[src/rtl/vc_arbiter_router.sv]
// Round-robin arbiter between four ingress VC FIFOs and four egress destination FIFOs.
// Pop -> capture -> push pipeline, with one push per cycle and a stall while any egress is almost full.
module vc_arbiter_router #(
  parameter int DATA_W   = 12,
  parameter int DEST_LSB = 10
) (
  input  logic                clk,
  input  logic                reset,
  input  logic [3:0]          state,
  input  logic [3:0]          in_empty,
  input  logic [4*DATA_W-1:0] in_data,
  input  logic [3:0]          out_afull,
  output logic [3:0]          pop,
  output logic [3:0]          push,
  output logic [DATA_W-1:0]   data_out,
  output logic [7:0]          words_fwd,
  output logic                idle
);

  typedef enum logic [3:0] {
    ST_RESET  = 4'b0001,
    ST_INIT   = 4'b0010,
    ST_IDLE   = 4'b0100,
    ST_ACTIVE = 4'b1000
  } gstate_e;

  logic [1:0]        ptr;
  logic              pend_valid;
  logic [1:0]        pend_sel;

  logic [3:0]        eligible;
  logic              grant_valid;
  logic [1:0]        grant_idx;
  logic [1:0]        cand;
  logic              do_pop;
  logic [1:0]        pop_idx;
  logic [DATA_W-1:0] cap_word;
  logic [1:0]        cap_dest;
  logic              sync_clear;

  // An input popped this cycle is locked out for one cycle so its empty flag can settle.
  // NOTE: every signal written in always_comb gets a default first, otherwise a path that skips it infers a latch.
  always_comb begin
    eligible    = ~in_empty & ~pop;
    grant_valid = 1'b0;
    grant_idx   = ptr;
    cand        = ptr;
    for (int k = 0; k < 4; k++) begin
      cand = ptr + 2'(k);
      if (!grant_valid && eligible[cand]) begin
        grant_valid = 1'b1;
        grant_idx   = cand;
      end
    end
  end

  assign do_pop     = grant_valid && (state == ST_ACTIVE) && !(|out_afull);
  assign sync_clear = (state == ST_RESET);

  always_comb begin
    pop_idx = 2'd0;
    for (int k = 0; k < 4; k++) begin
      if (pop[k]) pop_idx = 2'(k);
    end
  end

  // The FIFO popped in the previous cycle presents its word now; route it by its destination field.
  assign cap_word = in_data[pend_sel*DATA_W +: DATA_W];
  assign cap_dest = cap_word[DEST_LSB +: 2];

  // NOTE: sequential state uses non-blocking assignments so every register samples pre-edge values.
  always_ff @(posedge clk or negedge reset) begin
    if (!reset) begin
      pop        <= '0;
      push       <= '0;
      data_out   <= '0;
      words_fwd  <= '0;
      ptr        <= '0;
      pend_valid <= 1'b0;
      pend_sel   <= '0;
    end else if (sync_clear) begin
      pop        <= '0;
      push       <= '0;
      data_out   <= '0;
      words_fwd  <= '0;
      ptr        <= '0;
      pend_valid <= 1'b0;
      pend_sel   <= '0;
    end else begin
      pop <= do_pop ? (4'b0001 << grant_idx) : 4'b0000;
      if (do_pop) ptr <= grant_idx + 2'd1;

      // Words already popped always finish, whatever the global state does.
      pend_valid <= |pop;
      pend_sel   <= pop_idx;

      push <= pend_valid ? (4'b0001 << cap_dest) : 4'b0000;
      if (pend_valid) data_out <= cap_word;

      if (|push) words_fwd <= words_fwd + 8'd1;
    end
  end

  assign idle = !(|pop) && !pend_valid && !(|push);

endmodule

[config.mk]
export PLATFORM = sky130hd
export DESIGN_NAME = vc_arbiter_router
export DESIGN_NICKNAME = d
export VERILOG_FILES = /design/src/rtl/vc_arbiter_router.sv
export SDC_FILE = /design/constraint.sdc
export NUM_CORES = 1
export LEC_CHECK = 0
export ABC_AREA = 1
export CORE_MARGIN = 4
export CORE_UTILIZATION = 55
export DETAILED_ROUTE_END_ITERATION = 10
export DONT_BUFFER_PORTS = 1
export GPL_ROUTABILITY_DRIVEN = 1
export PLACE_DENSITY_LB_ADDON = 0.08
export SLEW_MARGIN = 20
export SYNTH_ARGS = -nofsm -noshare
export SYNTH_HDL_FRONTEND = slang
export SYNTH_SLANG_ARGS = --single-unit
[constraint.sdc]
create_clock -name clk -period 1.9 [get_ports clk]
set_clock_uncertainty 0.15 [all_clocks]
set_input_delay 0.19 -clock clk [delete_from_list [all_inputs] [get_ports clk]]
set_output_delay 0.19 -clock clk [all_outputs]
set_load 0.1 [all_outputs]
==> results_dict.tcl <==
set metrics [dict create \
    outcome "finished clean" \
    fin_crit_ns 1.83 \
    reg2reg_from "ptr[0]" \
    die_w_um 71.0 \
    dr.pass1.iters 4 \
    utilization 0.732 \
    dieArea_um2 5040 \
    core_um2 3740 \
    num_vias 2076 \
    maxCapViolations 0 \
    switching_share 0.293 \
    clkPwrFrac 0.377 \
    synth-warning-count 0 \
    crit_path_end "idle" \
    crit_path_start_kind "flip-flop" \
    clock.fmax_mhz 545 \
    placed_area_um2 2520 \
    multiInputGateArea_um2 1250 \
    fin_area_um2 2740 \
    fillers 297 \
    power_mw 1.76 \
    antenna_found_initial 0 \
    routed_wl_um 5520 \
    drtIter0Drc 125 \
    rsz0062_at_grt "true" \
    r2r_slack_ns 0.10 \
    worst_pin_slew_ns 0.837 \
    setup_viol_count_final 0 \
    cts_root_buf "clkbuf_8" \
    p_comb_frac 0.206 \
    io_pins 91 \
    p_sw_uw 518 \
    post_cts.repair.setup_buffers 0 \
    grt.overflow.total 0 \
    ys_seq_area_frac 0.378 \
    yosys.area.top_type "dfrtp_1" \
    dpl.cell_count 363 \
    synth-seq-cells 33 \
    worstPathRequired_ns 1.56 \
    cp-end-kind "primary output" \
    routed_via_density 5.57 \
    finalNonFillerCells 373 \
    cts_tree "built" \
    synth-main-ff-cell "dfrtp_1" \
    grt.total_usage 0.219 \
    drive_gt1_frac 0.335 \
    r2r-end "ptr[1]" \
    gp_congestion 0.966 \
    die_height_um 71.0 \
    hold_viol 0 \
    hold_slack_ns 0.0149 \
    synth-edff-count 0 \
    synthCells 293 \
    clk_path_buf_depth 2 \
    clkLatencyLatePin_ns 0.27 \
    avgSynthCellArea_um2 7.45 \
    pwr_density_cell_nw_per_um2 644 \
    hpwl_um 4280 \
    maxSlewHeadroom 0.441 \
    grt_first_pass_wirelength_um 8890 \
    syn_area_um2 2180 \
    numCtsBuffers 5 \
    htreeDepth 2 \
    num_antenna_cells 0 \
    holdCritStartpoint "state[2]" \
    rows 22 \
    peakVddDrop_mv 0.592 \
    port_buffers 0 \
    grt_max_degree 34 \
    routedWlPerCell_um 14.8 \
    nets 387 \
    synthArstFlopShare 1.00 \
    drtAntennaViolNets 0 \
    grt_pass1_vias 1985 \
    cp.arrival_ns 1.49 \
    initial_core_util 0.583 \
    cts.sinks 33 \
    pwr-share-seq 0.417 \
    worstRegToRegCells 13 \
    worstSetupPathType "reg2out" \
    drc 0 \
    hp-class "in2reg" \
    p_leak_nw 1.35 \
    path_max_fanout 2 \
    yosys-top-cells-area "dfrtp_1, nand2_1, nand3_1, nor2_1, o21ai_0" \
    fin_crit_sh 0.965 \
    area.sequential_um2 858 \
    startpoint "pop[0]" \
    synth.distinct_cells 30 \
    synthesis.nets 356 \
    clk_pin_slew_ns 0.06 \
    internal_power_mw 1.25 \
    slew_viol_final 0 \
    syn_to_final_growth_pct 25.5 \
    yosysTopAreaCellShare 0.378 \
]
[how the worst min path moves through the flow]
stage             endpoint  slack [ns]  depth (start not counted)
2_1_floorplan  data_out[0]       -0.26                          0
3_3_place_gp   data_out[6]       -0.25                          0
3_5_place_dp   data_out[6]       -0.25                          0
4_1_cts             pop[3]        0.02                          3
5_1_grt             pop[3]        0.02                          3
6_report            pop[3]        0.01                          3
[critical path, stage by stage, from the launching register on]
cell,delay [ns]
dfrtp_2,0.43
buf_12,0.17
nor2_2,0.10
nand2_1,0.10
nor3_4,0.21
buf_12,0.20
[placed cells by master (no fill, tap or decap), drive strengths merged]
cell type and count:
a21oi 11, a32o 2, buf 37, bufinv 1, clkbuf 7, clkinv 1
dfrtp 33, dlygate4sd3 1, ha 1, inv 22, nand2 78, nand3 40
nand3b 1, nand4 1, nor2 41, nor3 8, nor3b 1, nor4 2
o21ai 27, o22ai 10
[kinds of logic after synthesis]
| group | after synthesis | synth area share |
|---|---|---|
| flops | 33 | 0.378 |
| buf+inv | 37 | 0.0785 |
| simple gates | 172 | 0.411 |
| fa+ha+maj | 1 | 0.00573 |
| compound gates | 50 | 0.127 |
[power groups by stage]
| stage | sequential [mW] | combinational, mW | clock (mW) |
|---|---|---|---|
| 6_report | 0.735 | 0.364 | 0.665 |
| 5_1_grt | 0.738 | 0.392 | 0.715 |
| 4_1_cts | 0.735 | 0.354 | 0.678 |
| 3_5_place_dp | 0.749 | 0.332 | 0 |
| 3_3_place_gp | 0.748 | 0.327 | 0 |
| 2_1_floorplan | 0.865 | 0.157 | 0 |
[layout make-up]
class | count | area share
Clock inverter | 1 | 0.0110
Timing Repair Buffer | 38 | 0.128
Multi-Input combinational cell | 223 | 0.457
Clock buffer | 7 | 0.0315
Inverter | 23 | 0.0379
Sequential cell | 33 | 0.313
Tap cell | 48 | 0.0219
[synth_stat cells, types with 5 or more instances]
cell type,instances
nor3_1,8
nand3_1,33
nor2_1,36
nor2_2,5
nand2_4,9
dfrtp_1,33
nand2_1,59
clkbuf_1,11
o22ai_1,10
inv_1,18
nand2_2,10
o21ai_0,23
a21oi_1,11
nand3_2,5
[layer usage]
layer,wire length [um],global-route usage
met1,2150,0.255
met2,2900,0.382
met3,367,0.0597
met4,95,0.0814
met5,0,0
[through the flow]
| stage | setup slack, ns | setup TNS, ns |
|---|---|---|
| after floorplan | -0.106 | -0.106 |
| after global placement | 0.0942 | 0 |
| after detailed placement | 0.0653 | 0 |
| after CTS | 0.00492 | 0 |
| after global routing | -0.0351 | -0.0494 |
| final | 0.0664 | 0 |
[flip-flops by register name (all words and copies together) (netlist names)]
name and cells:
pend_valid 1, pop 4, pend_sel 2, data_out 12, words_fwd 8, push 4
ptr 2
[what timing repair did]
| action | CTS | global route |
|---|---|---|
| hold buffers | 2 | 0 |
| endpoints found under the setup margin | 0 | 6 |
| hold endpoints to repair | 33 | 0 |
| gates resized for setup | 0 | 19 |
Note: power is estimated with default switching activity, not from simulation.
